==> src/rtl/wb_reg_bank_pkg.sv <==
// wb_reg_bank_pkg: shared constants, register mode enum and byte-lane merge helper.
package wb_reg_bank_pkg;

    localparam int WB_DW = 32;

    typedef enum logic {REG_RW, REG_RO} t_reg_mode;

    function automatic logic [WB_DW-1:0] merge_be(input logic [WB_DW-1:0] old_v,
                                                  input logic [WB_DW-1:0] new_v,
                                                  input logic [3:0] sel);
        logic [WB_DW-1:0] r;
        for (int b = 0; b < 4; b++) r[b*8 +: 8] = sel[b] ? new_v[b*8 +: 8] : old_v[b*8 +: 8];
        return r;
    endfunction

endpackage

==> src/rtl/wb_reg_cell.sv <==
// wb_reg_cell: one bank register; byte-masked write and strobe for RW, constant zero for RO.
module wb_reg_cell
    import wb_reg_bank_pkg::*;
#(
    parameter logic [WB_DW-1:0] RST_VAL = '0,
    parameter t_reg_mode MODE = REG_RW
) (
    input  logic             clk_i,
    input  logic             rst_i,
    input  logic             wr_en,
    input  logic [WB_DW-1:0] wr_dat,
    input  logic [3:0]       wr_sel,
    output logic [WB_DW-1:0] value,
    output logic             strobe
);
    localparam bit RW = (MODE == REG_RW);

    logic [WB_DW-1:0] q;

    always_ff @(posedge clk_i or posedge rst_i)
        if (rst_i) q <= RST_VAL;
        else if (wr_en && RW) q <= merge_be(q, wr_dat, wr_sel);

    // RO slots keep no state; the bank reads their fabric source directly
    assign value  = RW ? q : '0;
    assign strobe = wr_en && RW;

endmodule

==> src/rtl/wb_reg_bank.sv <==
// wb_reg_bank: pipelined Wishbone slave exposing NREGS word registers (RW or RO per slot).
module wb_reg_bank
    import wb_reg_bank_pkg::*;
#(
    parameter int NREGS = 4,
    parameter logic [NREGS-1:0] RO_MASK = '0,
    parameter logic [NREGS*WB_DW-1:0] RST_VAL = '0,
    localparam int AW = (NREGS > 1) ? $clog2(NREGS) : 1
) (
    input  logic                   clk_i,
    input  logic                   rst_i,
    input  logic                   wb_cyc_i,
    input  logic                   wb_stb_i,
    input  logic [AW+2:2]          wb_adr_i,
    input  logic [3:0]             wb_sel_i,
    input  logic                   wb_we_i,
    input  logic [WB_DW-1:0]       wb_dat_i,
    output logic                   wb_ack_o,
    output logic                   wb_err_o,
    output logic                   wb_rty_o,
    output logic                   wb_stall_o,
    output logic [WB_DW-1:0]       wb_dat_o,
    output logic [NREGS*WB_DW-1:0] regs_o,
    input  logic [NREGS*WB_DW-1:0] regs_i,
    output logic [NREGS-1:0]       wr_strobe_o
);
    logic             en, rd_req, wr_req, rd_map, wr_map;
    logic             rd_ack, rd_err, wr_v;
    logic [AW:0]      wr_adr;
    logic [WB_DW-1:0] wr_dat, rd_mux;
    logic [3:0]       wr_sel;
    logic [WB_DW-1:0] vals [NREGS];

    // the in-progress flags are exactly the done-cycle flags since latency is fixed at one
    assign en     = wb_cyc_i & wb_stb_i;
    assign rd_req = en & ~wb_we_i & ~(rd_ack | rd_err);
    assign wr_req = en & wb_we_i & ~wr_v;
    assign rd_map = 32'(wb_adr_i) < NREGS;
    assign wr_map = 32'(wr_adr) < NREGS;

    always_comb begin
        rd_mux = '0;
        for (int i = 0; i < NREGS; i++)
            if (32'(wb_adr_i) == 32'(i)) rd_mux = RO_MASK[i] ? regs_i[i*WB_DW +: WB_DW] : vals[i];
    end

    always_ff @(posedge clk_i or posedge rst_i)
        if (rst_i) begin
            rd_ack   <= 1'b0;
            rd_err   <= 1'b0;
            wr_v     <= 1'b0;
            wr_adr   <= '0;
            wr_dat   <= '0;
            wr_sel   <= '0;
            wb_dat_o <= '0;
        end else begin
            rd_ack <= rd_req & rd_map;
            rd_err <= rd_req & ~rd_map;
            wr_v   <= wr_req;
            if (rd_req) wb_dat_o <= rd_mux;
            if (wr_req) begin
                wr_adr <= wb_adr_i;
                wr_dat <= wb_dat_i;
                wr_sel <= wb_sel_i;
            end
        end

    for (genvar i = 0; i < NREGS; i++) begin : g_reg
        wb_reg_cell #(
            .RST_VAL(RST_VAL[i*WB_DW +: WB_DW]),
            .MODE   (RO_MASK[i] ? REG_RO : REG_RW)
        ) u_cell (
            .clk_i (clk_i),
            .rst_i (rst_i),
            .wr_en (wr_v && 32'(wr_adr) == 32'(i)),
            .wr_dat(wr_dat),
            .wr_sel(wr_sel),
            .value (vals[i]),
            .strobe(wr_strobe_o[i])
        );
        assign regs_o[i*WB_DW +: WB_DW] = vals[i];
    end

    assign wb_ack_o   = rd_ack | (wr_v & wr_map);
    assign wb_err_o   = rd_err | (wr_v & ~wr_map);
    assign wb_rty_o   = 1'b0;
    assign wb_stall_o = ~(wb_ack_o | wb_err_o) & en;

endmodule
==> config.mk <==
export PLATFORM = sky130hd
export DESIGN_NAME = wb_reg_bank
export DESIGN_NICKNAME = d
export VERILOG_FILES = /design/src/rtl/wb_reg_bank_pkg.sv /design/src/rtl/wb_reg_cell.sv /design/src/rtl/wb_reg_bank.sv
export SDC_FILE = /design/constraint.sdc
export NUM_CORES = 1
export LEC_CHECK = 0
export CAP_MARGIN = 40
export CORE_AREA = 5 5 146 148
export DETAILED_ROUTE_END_ITERATION = 7
export DIE_AREA = 0 0 151 153
export GPL_ROUTABILITY_DRIVEN = 0
export PLACE_DENSITY = 0.88
export SLEW_MARGIN = 20
export SYNTH_ARGS = -nofsm -noshare
export SYNTH_HDL_FRONTEND = slang
export SYNTH_SLANG_ARGS = --single-unit
export TNS_END_PERCENT = 30
==> constraint.sdc <==
create_clock -name clk_i -period 10.5 [get_ports clk_i]
set_input_delay 3.15 -clock clk_i [delete_from_list [all_inputs] [get_ports clk_i]]
set_output_delay 3.15 -clock clk_i [all_outputs]
set_load 0.005 [all_outputs]
## Word-level counts from Yosys, hierarchy flattened

Cells that the tools add are included.

- Add/sub/neg operators: 0
- Multiply operators: 0
- Div/mod/pow operators: 0
- Magnitude comparators: 2
- Equality and inequality tests: 6
- Shift-type cells: 0
- Muxes and demuxes: 4
- Bitwise gates (word level): 20
- Reductions and logical operators: 22

Operators by type and width:

| kind | count |
|---|---|
| 32-bit two-way mux | 4 |
| 2-bit AND reduction | 16 |
| 3-bit by 2-bit equality test with 1-bit output (second input constant) | 4 |
| 1-bit bitwise AND | 10 |
| 3-bit by 1-bit equality test with 1-bit output (second input constant) | 2 |
| 3-bit logical NOT | 2 |
| 3-bit less-than comparator (second input constant) | 2 |
| 1-bit NOT | 6 |
| 1-bit logical AND | 4 |
| 1-bit bitwise OR | 4 |

- Register bits after elaboration: 202
- Bits in latches: 0
- Bits in writable memories: 0
- Bits in read-only memories: 0
- Bits of input ports: 172
- Output and inout port bits: 168
- Word-level logic and storage cells: 77
- Memories: 0

## Longest topological paths before layout

Gate-level depths: netlist of run 1.

- Depth after elaboration: 7
- Gate-level depth with buffers: 6
- Gate-level depth less buffers: 3

## Hierarchy

Synthesis of run 1 repeated with hierarchy kept, for this count alone.

- Cells, all modules: 496
- Area total of the unflattened synthesis: 8303.0 µm²

Modules (own cells, without submodules):

| module | times used | cells an instance | area each (µm²) | sequential area each (µm²) |
|---|---|---|---|---|
| wb_reg_cell | 4 | 70 | 1197.4 | 800.8 |
| wb_reg_bank | 1 | 216 | 3513.4 | 1851.8 |

## Worst setup path before layout of run 1

Ideal clock, no wire load.

- Kind: in2out
- From: input port wb_cyc_i
- To: output port wb_stall_o
- Arrival time: 3436 ps
- Data required time: 7350 ps
- Path slack: 3914 ps
- Cell stages on the path: 2
- Buffers on the path: 0
- Path through: nand2_1 -> nor3_1

- Longest elaborated chain between the ends: 2

RTL lines:

| item | RTL line | RTL |
|---|---|---|
| start, declared | wb_reg_bank.sv:12 | `input logic wb_cyc_i,` |
| 1-bit bitwise AND | wb_reg_bank.sv:35 | `assign en = wb_cyc_i & wb_stb_i;` |
| 1-bit bitwise AND | wb_reg_bank.sv:87 | `assign wb_stall_o = ~(wb_ack_o \| wb_err_o) & en;` |
| end, declared | wb_reg_bank.sv:21 | `output logic wb_stall_o,` |

No other way between the ends.

## Worst setup path in the final report of run 1

- From: input port wb_stb_i
- To: output port wb_stall_o

- Longest elaborated chain between the ends: 2

RTL lines:

| item | RTL line | RTL |
|---|---|---|
| start, declared | wb_reg_bank.sv:13 | `input logic wb_stb_i,` |
| 1-bit bitwise AND | wb_reg_bank.sv:35 |  |
| 1-bit bitwise AND | wb_reg_bank.sv:87 |  |

No other way between the ends.

==> results of run 1 <==
==> metrics by stage <==
step	util	std cells	hold WS, ns	area (sq um)	total power (uW)
floorplan	-	538	0.498	8570	1450
global placement	0.547	992	0.487	10900	1900
detailed placement	0.552	997	0.491	11000	1940
CTS	0.590	1037	0.512	11800	2760
global route	0.591	1039	0.521	11800	2870
finish	0.591	1039	0.507	11800	2730
==> flip-flops by register name, indices dropped and copies added (netlist names) <==
register	flops
rd_ack	1
wr_dat	32
wr_adr	3
wb_dat_o	32
g.u_cell.value	128
wr_v	1
rd_err	1
wr_sel	4
==> final cells by class <==
| type | instances | area, sq um |
|---|---|---|
| sequential | 202 | 5050 |
| inverter | 4 | 22.5 |
| multi-input combinational | 300 | 3340 |
| fill | 1589 | 8140 |
| clock buffer | 30 | 622 |
| tap | 270 | 338 |
| clock inverter | 10 | 131 |
| antenna | 1 | 2.50 |
| timing repair buffer | 222 | 2260 |
==> worst max-delay path, stage by stage <==
cell,delay [ns]
clkdlybuf4s50_1,0.49
nand2_1,0.11
nor3_1,0.26
clkdlybuf4s50_1,0.60
==> kinds of logic after synthesis <==
group                  after synthesis  synth area share
AND/OR/NAND/NOR                     58            0.0527
other                                1          0.000437
buffers and inverters               36            0.0210
flip-flops                         202             0.590
AO/OA/AOI/OAI                       34            0.0328
multiplexers                       207             0.303
==> final timing paths <==
check                      slack, ns  cells past startpoint                         to
max                             2.73                      4                 wb_stall_o
max in group asynchronous       6.65                      4  g_reg[0].u_cell.value[22]
max reg2reg                     8.29                      4                  wr_dat[0]
min                             0.51                      1               wb_dat_o[14]
min reg2reg                     0.51                      1               wb_dat_o[14]
min in group asynchronous       3.00                      2   g_reg[0].u_cell.value[2]
==> power by group <==
group	internal (uW)	switching (uW)	total [uW]
Clock	491	317	807
Sequential	990	181	1170
Combinational	530	222	752
==> cells in the final DEF, fill, tap and decap left out, types with 3 or more instances in the layout <==
cell type	instances
buf_4	7
mux2_2	169
clkdlybuf4s50_1	208
nand3b_1	3
bufinv_16	3
clkinv_2	5
or4bb_1	9
dfrtp_1	202
clkbuf_16	23
buf_16	3
clkbuf_1	5
mux2_4	6
mux2i_1	9
a22o_1	23
nand2b_1	4
inv_1	3
nand3_1	3
nor2_1	5
nand4b_1	10
nor2_2	9
nand2_1	4
mux4_2	23
o211ai_1	9
==> per-layer routing <==
metal | track usage | share of wire | vias up
met5 | 0 | 0.0015 | -
met4 | 0.0432 | 0.018 | 6
met3 | 0.0681 | 0.090 | 34
met2 | 0.330 | 0.48 | 194
met1 | 0.261 | 0.41 | 2859
li1 | - | - | 2436
==> results.tsv, run 1 <==
metric	value	unit
status	finished, final reports clean	
nets@finish	925	
Root Buffer	clkbuf_16	
DIE AREA	23100	sq um
CTS resizes	0	
most area-consuming cells after synthesis	dfrtp_1 59%, mux2_2 22%, mux4_2 6.0%, a22o_1 2.3%, or4bb_1 1.2%	
CTS buffer count	23	
top-count cell post-synth	dfrtp_1	
row count	52	
largest net degree at the start of global routing	105	
worst reg2reg startpoint	wr_v	
hold wc startpoint	wb_dat_o[14]	
1st-iter DRT viols	199	
Worst Path Max Fanout	3	
Total Wirelength	23.3	mm
Worst-Skew Late Latency	0.50	ns
Worst-Margin Slew	0.770	ns
WP data required	7.35	ns
I/O Pins	340	
initial core utilization	0.431	
Total GRT Usage	0.201	
library cells used by synthesis	33	
vias per cell	5.32	
unrepaired setup endpoints after global routing	no	
Worst Path Arrival	4.62	ns
Crit Path Category	in2out	
ys async rst share	1.00	
share of cells above drive strength 1	0.344	
maxcap violations	0	
Hold Fails Final Rpt	0	
Setup WS pre-CTS	2.71	ns
Setup Viol. Count Final	0	
period utilization	0.740	
CP startpoint	wb_stb_i	
Mapped Cells	538	
Worst VDD drop	0.148	mV
final worst slack	2.73	ns
Antenna Violating Nets Remaining	0	
slew margin rel.	0.484	
vias in the first global route	6084	
post-synthesis sequential area ratio	0.590	
Cell Area, Synth	8570	sq um
Yosys reg bits	202	
GRT Residual Overflow	0	
Die Width	151	microns
endpoint type of the worst setup path	output pin	
max frequency	129	MHz
syn avg cell area	15.9	sq um
syn nets	710	
H-tree depth	1	
Sink Count	202	
most frequent cells after synthesis	202 x dfrtp_1, 169 x mux2_2, 23 x a22o_1, 23 x mux4_2, 15 x buf_2	
minimum clock period	7.77	ns
Die Span Y	153	microns
Startpoint Class	input pin	
final setup TNS	0	ns
area grow syn2layout	37.3	%
top_reg_cell synth	dfrtp_1	
CTS tree	yes	
Yosys warning total	0	
antenna violations before repair	4	
Yosys top cell by area	dfrtp_1	
first-pass GRT wire length	36.2	mm
WL/cell	22.4	microns
DR vias	5529	
number of enable flip-flop cells after synthesis	0	
Hold Buf Count CTS	0	
Hold Path Class	reg2reg	
core footprint	19900	sq um
DR DRC count	0	
PD cells	232	nW/um^2
Setup Skew	0.0150	ns
P_leak	0.00520	uW
port bufs	210	
post-CTS setup buffers	0	
Max Root-Sink Buffers	3	
share of the synthesized area in the top cell type	0.590	
router iterations before antenna repair	4	
Reg clk slew, reported paths	0.06	ns
detailed placer's ending HPWL	15.7	mm
max-slew violation count	0	
No activity file was read; power rests on OpenSTA's default activity.
==> run 2, diff against run 1 <==
clock period = 7.5 ns   (was 10.5 ns; I/O delays follow)
==> results.tsv, run 2 (same netlist as run 1, synthesis figures left out) <==
metric	value	unit	change
P_leak	0.00514	uW	was 0.00520 uW
max-slew violation count	0		unchanged
DR DRC count	0		unchanged
PD cells	316	nW/um^2	was 232 nW/um^2
port bufs	210		unchanged
post-route cell area	11700	sq um	was 11800 sq um
worst reg2reg startpoint	wr_adr[2]		was wr_v
CTS buffer count	22		was 23
minimum clock period	5.90	ns	
antenna violations before repair	2		was 4
Root Buffer	clkbuf_16		unchanged
Max Root-Sink Buffers	3		unchanged
DR vias	5556		was 5529
Worst VDD drop	0.194	mV	was 0.148 mV
core footprint	19900	sq um	unchanged
Total Wirelength	23.0	mm	was 23.3 mm
largest net degree at the start of global routing	61		was 105
WP data required	5.25	ns	was 7.35 ns
final setup TNS	0	ns	unchanged
initial core utilization	0.431		unchanged
I/O Pins	340		unchanged
slew margin rel.	0.486		was 0.484
Worst R2R Setup Slack	5.37	ns	was 8.29 ns
r2r endpoint	g_reg[2].u_cell.value[7]		was wr_dat[0]
endpoint type of the worst setup path	output pin		unchanged
WL/cell	22.2	microns	was 22.4 microns
most common cell after layout, fill and taps aside	clkdlybuf4s50_1		unchanged
Antenna Violating Nets Remaining	0		unchanged
H-tree depth	1		unchanged
Hold Path Class	reg2reg		unchanged
worst hold margin	0.508	ns	was 0.507 ns
DIE AREA	23100	sq um	unchanged
vias per cell	5.36		was 5.32
Reg clk slew, reported paths	0.06	ns	about the same
max reg flops	128		unchanged
period utilization	0.786		
Sink Count	202		unchanged
maxcap violations	0		unchanged
Placed Area	11000	sq um	about the same
R2R depth	3		was 4
share of cells above drive strength 1	0.342		was 0.344
Die Span Y	153	microns	unchanged
GRT Residual Overflow	0		unchanged
max frequency	170	MHz	
commonest cells after routing, fill and taps aside	208 x clkdlybuf4s50_1, 202 x dfrtp_1, 169 x mux2_2		unchanged
Setup Skew	0.0248	ns	was 0.0150 ns
CTS resizes	0		unchanged
status	finished, final reports clean		unchanged
Startpoint Class	input pin		unchanged
row count	52		unchanged
Setup Viol. Count Final	0		unchanged
CP startpoint	wb_cyc_i		was wb_stb_i
Worst-Skew Late Latency	0.51	ns	was 0.50 ns
1st-iter DRT viols	160		was 199
detailed placer's ending HPWL	15.6	mm	was 15.7 mm
Antenna diodes	0		was 1
nets@finish	923		was 925
unrepaired setup endpoints after global routing	no		unchanged
Worst Path Max Fanout	3		unchanged
Crit Path Category	in2out		unchanged
first-pass GRT wire length	35.4	mm	was 36.2 mm
Hold Fails Final Rpt	0		unchanged
Worst-Margin Slew	0.768	ns	was 0.770 ns
router iterations before antenna repair	4		unchanged
vias in the first global route	6024		was 6084
Total GRT Usage	0.196		was 0.201
area grow syn2layout	36.1	%	was 37.3%
Worst Path Arrival	3.65	ns	was 4.62 ns
CP endpoint	wb_stall_o		unchanged
Die Width	151	microns	unchanged
post-CTS setup buffers	0		unchanged
Hold Buf Count CTS	0		unchanged
CTS tree	yes		unchanged
[run 2: cell count changes in the layout (fill, tap and decap cells not counted), sizes merged]
cell,before,now
buf,14,13
bufinv,3,0
clkinvlp,1,4
clkinv,5,6
clkbuf,30,31
diode,1,0
inv,5,3
[run 2: area by class of cell]
| class | instances | area, sq um |
|---|---|---|
| fillers | 1574 | 8240 |
| flip-flops and latches | 202 | 5050 |
| multi-input cells | 300 | 3340 |
| repair buffers | 221 | 2230 |
| clock buffers | 31 | 614 |
| well taps | 270 | 338 |
| clock inverters | 9 | 67.6 |
| inverters | 4 | 18.8 |
[run 2: critical path, stage by stage]
cell and delay, ns:
clkdlybuf4s50_1 0.49, nand2_1 0.15, nor3_1 0.23, clkdlybuf4s50_1 0.53
[run 2: power breakdown]
| part | total (uW) | switching (uW) | internal, uW |
|---|---|---|---|
| clock network | 1000 | 426 | 576 |
| registers | 1640 | 252 | 1390 |
| logic | 1050 | 310 | 740 |
[run 2: how the worst min path moves through the flow]
stage / startpoint / end / slack [ns] / cells past startpoint
3_5_place_dp: wb_dat_o[7] / wb_dat_o[7] / 0.49 / 1
4_1_cts: wb_dat_o[20] / wb_dat_o[20] / 0.51 / 1
2_1_floorplan: wb_dat_o[25] / wb_dat_o[25] / 0.50 / 1
3_3_place_gp: wb_dat_o[4] / wb_dat_o[4] / 0.49 / 1
5_1_grt: wb_dat_o[2] / wb_dat_o[2] / 0.53 / 1
6_report: wb_dat_o[20] / wb_dat_o[20] / 0.51 / 1
[run 2: stage by stage]
stage	setup WS, ns	utilization	power, uW	cells
after floorplan	2.63	-	2030	538
after CTS	1.61	0.585	3740	1036
final	1.60	0.586	3690	1037
after detailed placement	1.62	0.550	2710	996
after global placement	1.64	0.548	2670	993
after global routing	1.57	0.586	3880	1037
[run 2: per-layer routing]
metal	GRT usage	share of wire
met5	0	0.00083
met4	0.0380	0.015
met1	0.247	0.41
met2	0.332	0.49
met3	0.0669	0.088
==> run 3, diff against run 2 <==
clock period = 5.6 ns   (was 7.5 ns; I/O delays follow)
==> results.tsv, run 3 (same netlist as run 1, synthesis figures left out) <==
metric	value	unit	change
status	finished, final reports clean		unchanged
unrepaired setup endpoints after global routing	no		unchanged
CTS tree	yes		unchanged
detailed placer's ending HPWL	15.7	mm	was 15.6 mm
Max Root-Sink Buffers	3		unchanged
Worst-Skew Late Latency	0.50	ns	was 0.51 ns
share of cells above drive strength 1	0.346		was 0.342
1st-iter DRT viols	210		was 160
Filler cells	1555		was 1574
Endpoint, Worst Hold	wb_dat_o[22]		was wb_dat_o[20]
P_leak	0.00521	uW	was 0.00514 uW
R2R depth	3		unchanged
r2r endpoint	g_reg[2].u_cell.value[1]		was g_reg[2].u_cell.value[7]
antenna violations before repair	2		unchanged
final setup TNS	0	ns	unchanged
CTS resizes	0		unchanged
Worst VDD drop	0.319	mV	was 0.194 mV
post-CTS setup buffers	0		unchanged
Placed Area	11000	sq um	about the same
Hold Path Class	reg2reg		unchanged
core footprint	19900	sq um	unchanged
final cell count without fillers	1037		unchanged
Root Buffer	clkbuf_16		unchanged
Antenna diodes	0		unchanged
Hold Buf Count CTS	0		unchanged
Reg clk slew, reported paths	0.06	ns	about the same
nets@finish	925		was 923
worst reg2reg startpoint	wr_adr[2]		unchanged
Sink Count	202		unchanged
Total GRT Usage	0.201		was 0.196
endpoint type of the worst setup path	output pin		unchanged
PD cells	436	nW/um^2	was 316 nW/um^2
max frequency	206	MHz	
Crit Path Category	in2out		unchanged
Worst Path Arrival	3.18	ns	was 3.65 ns
port bufs	210		unchanged
Startpoint Class	input pin		unchanged
Worst R2R Setup Slack	3.49	ns	was 5.37 ns
period utilization	0.867		
H-tree depth	1		unchanged
maxcap violations	0		unchanged
commonest cells after routing, fill and taps aside	208 x clkdlybuf4s50_1, 202 x dfrtp_1, 169 x mux2_2		unchanged
Setup Viol. Count Final	0		unchanged
CTS buffer count	22		unchanged
post-route cell area	11800	sq um	was 11700 sq um
WL/cell	22.2	microns	about the same
most common cell after layout, fill and taps aside	clkdlybuf4s50_1		unchanged
Hold Fails Final Rpt	0		unchanged
worst hold margin	0.504	ns	was 0.508 ns
vias per cell	5.37		was 5.36
vias in the first global route	6153		was 6024
Setup Skew	0.00820	ns	was 0.0248 ns
max reg flops	128		unchanged
DIE AREA	23100	sq um	unchanged
Antenna Violating Nets Remaining	0		unchanged
final worst slack	0.744	ns	was 1.60 ns
WHS Path Cells	1		unchanged
Worst-Margin Slew	0.805	ns	was 0.768 ns
hold wc startpoint	wb_dat_o[22]		was wb_dat_o[20]
first-pass GRT wire length	36.2	mm	was 35.4 mm
minimum clock period	4.86	ns	
router iterations before antenna repair	4		unchanged
GRT Residual Overflow	0		unchanged
DR vias	5571		was 5556
slew margin rel.	0.461		was 0.486
I/O Pins	340		unchanged
Setup WS pre-CTS	0.741	ns	was 1.62 ns
area grow syn2layout	37.7	%	was 36.1%
Die Width	151	microns	unchanged
Die Span Y	153	microns	unchanged
DP Cell Count	997		was 996
max-slew violation count	0		unchanged
initial core utilization	0.431		unchanged
Total Wirelength	23.1	mm	was 23.0 mm
row count	52		unchanged
DR DRC count	0		unchanged
Worst Path Max Fanout	3		unchanged
WP data required	3.92	ns	was 5.25 ns
largest net degree at the start of global routing	116		was 61
-- run 3: changes by cell type in the layout (fill, tap and decap cells not counted), sizes merged --
cell / delta
clkinvlp: -3
bufinv: +3
buf: +2
clkbuf: +2
clkinv: -4
-- run 3: power breakdown --
part,leakage (uW),internal [uW],switching (uW)
registers,0.00266,1860,338
logic,0.00217,993,418
clock network,0.000388,975,561
-- run 3: worst max-delay path: stages --
cell and delay [ns]:
clkdlybuf4s50_1 0.50, nand2_1 0.14, nor3_1 0.30, clkdlybuf4s50_1 0.56
-- run 3: final cells by class --
type / instances / area [sq um] / area share
Tap cell: 270 / 338 / 0.0286
Clock buffer: 33 / 683 / 0.0579
Sequential cell: 202 / 5050 / 0.428
Inverter: 4 / 18.8 / 0.00159
Clock inverter: 5 / 100 / 0.00848
Timing Repair Buffer: 223 / 2260 / 0.192
Multi-Input combinational cell: 300 / 3340 / 0.283
-- run 3: how the worst max path moves through the flow --
| stage | start | endpoint |
|---|---|---|
| CTS | wb_stb_i | wb_stall_o |
| detailed placement | wb_stb_i | wb_stall_o |
| global route | wb_stb_i | wb_stall_o |
| global placement | wb_cyc_i | wb_stall_o |
| floorplan | rst_i | g_reg[0].u_cell.value[0] |
| finish | wb_stb_i | wb_stall_o |
-- run 3: through the flow --
stage          power, uW  utilization
6_report            5140        0.593
5_1_grt             5400        0.593
4_1_cts             5190        0.590
3_5_place_dp        3630        0.551
3_3_place_gp        3580        0.549
2_1_floorplan       2710            -
-- run 3: layer usage --
layer	up-vias	GRT usage	part of all wire
met5	-	0	0.00082
met4	4	0.0419	0.020
met3	41	0.0728	0.094
met2	195	0.327	0.47
met1	2901	0.260	0.41
li1	2430	-	-
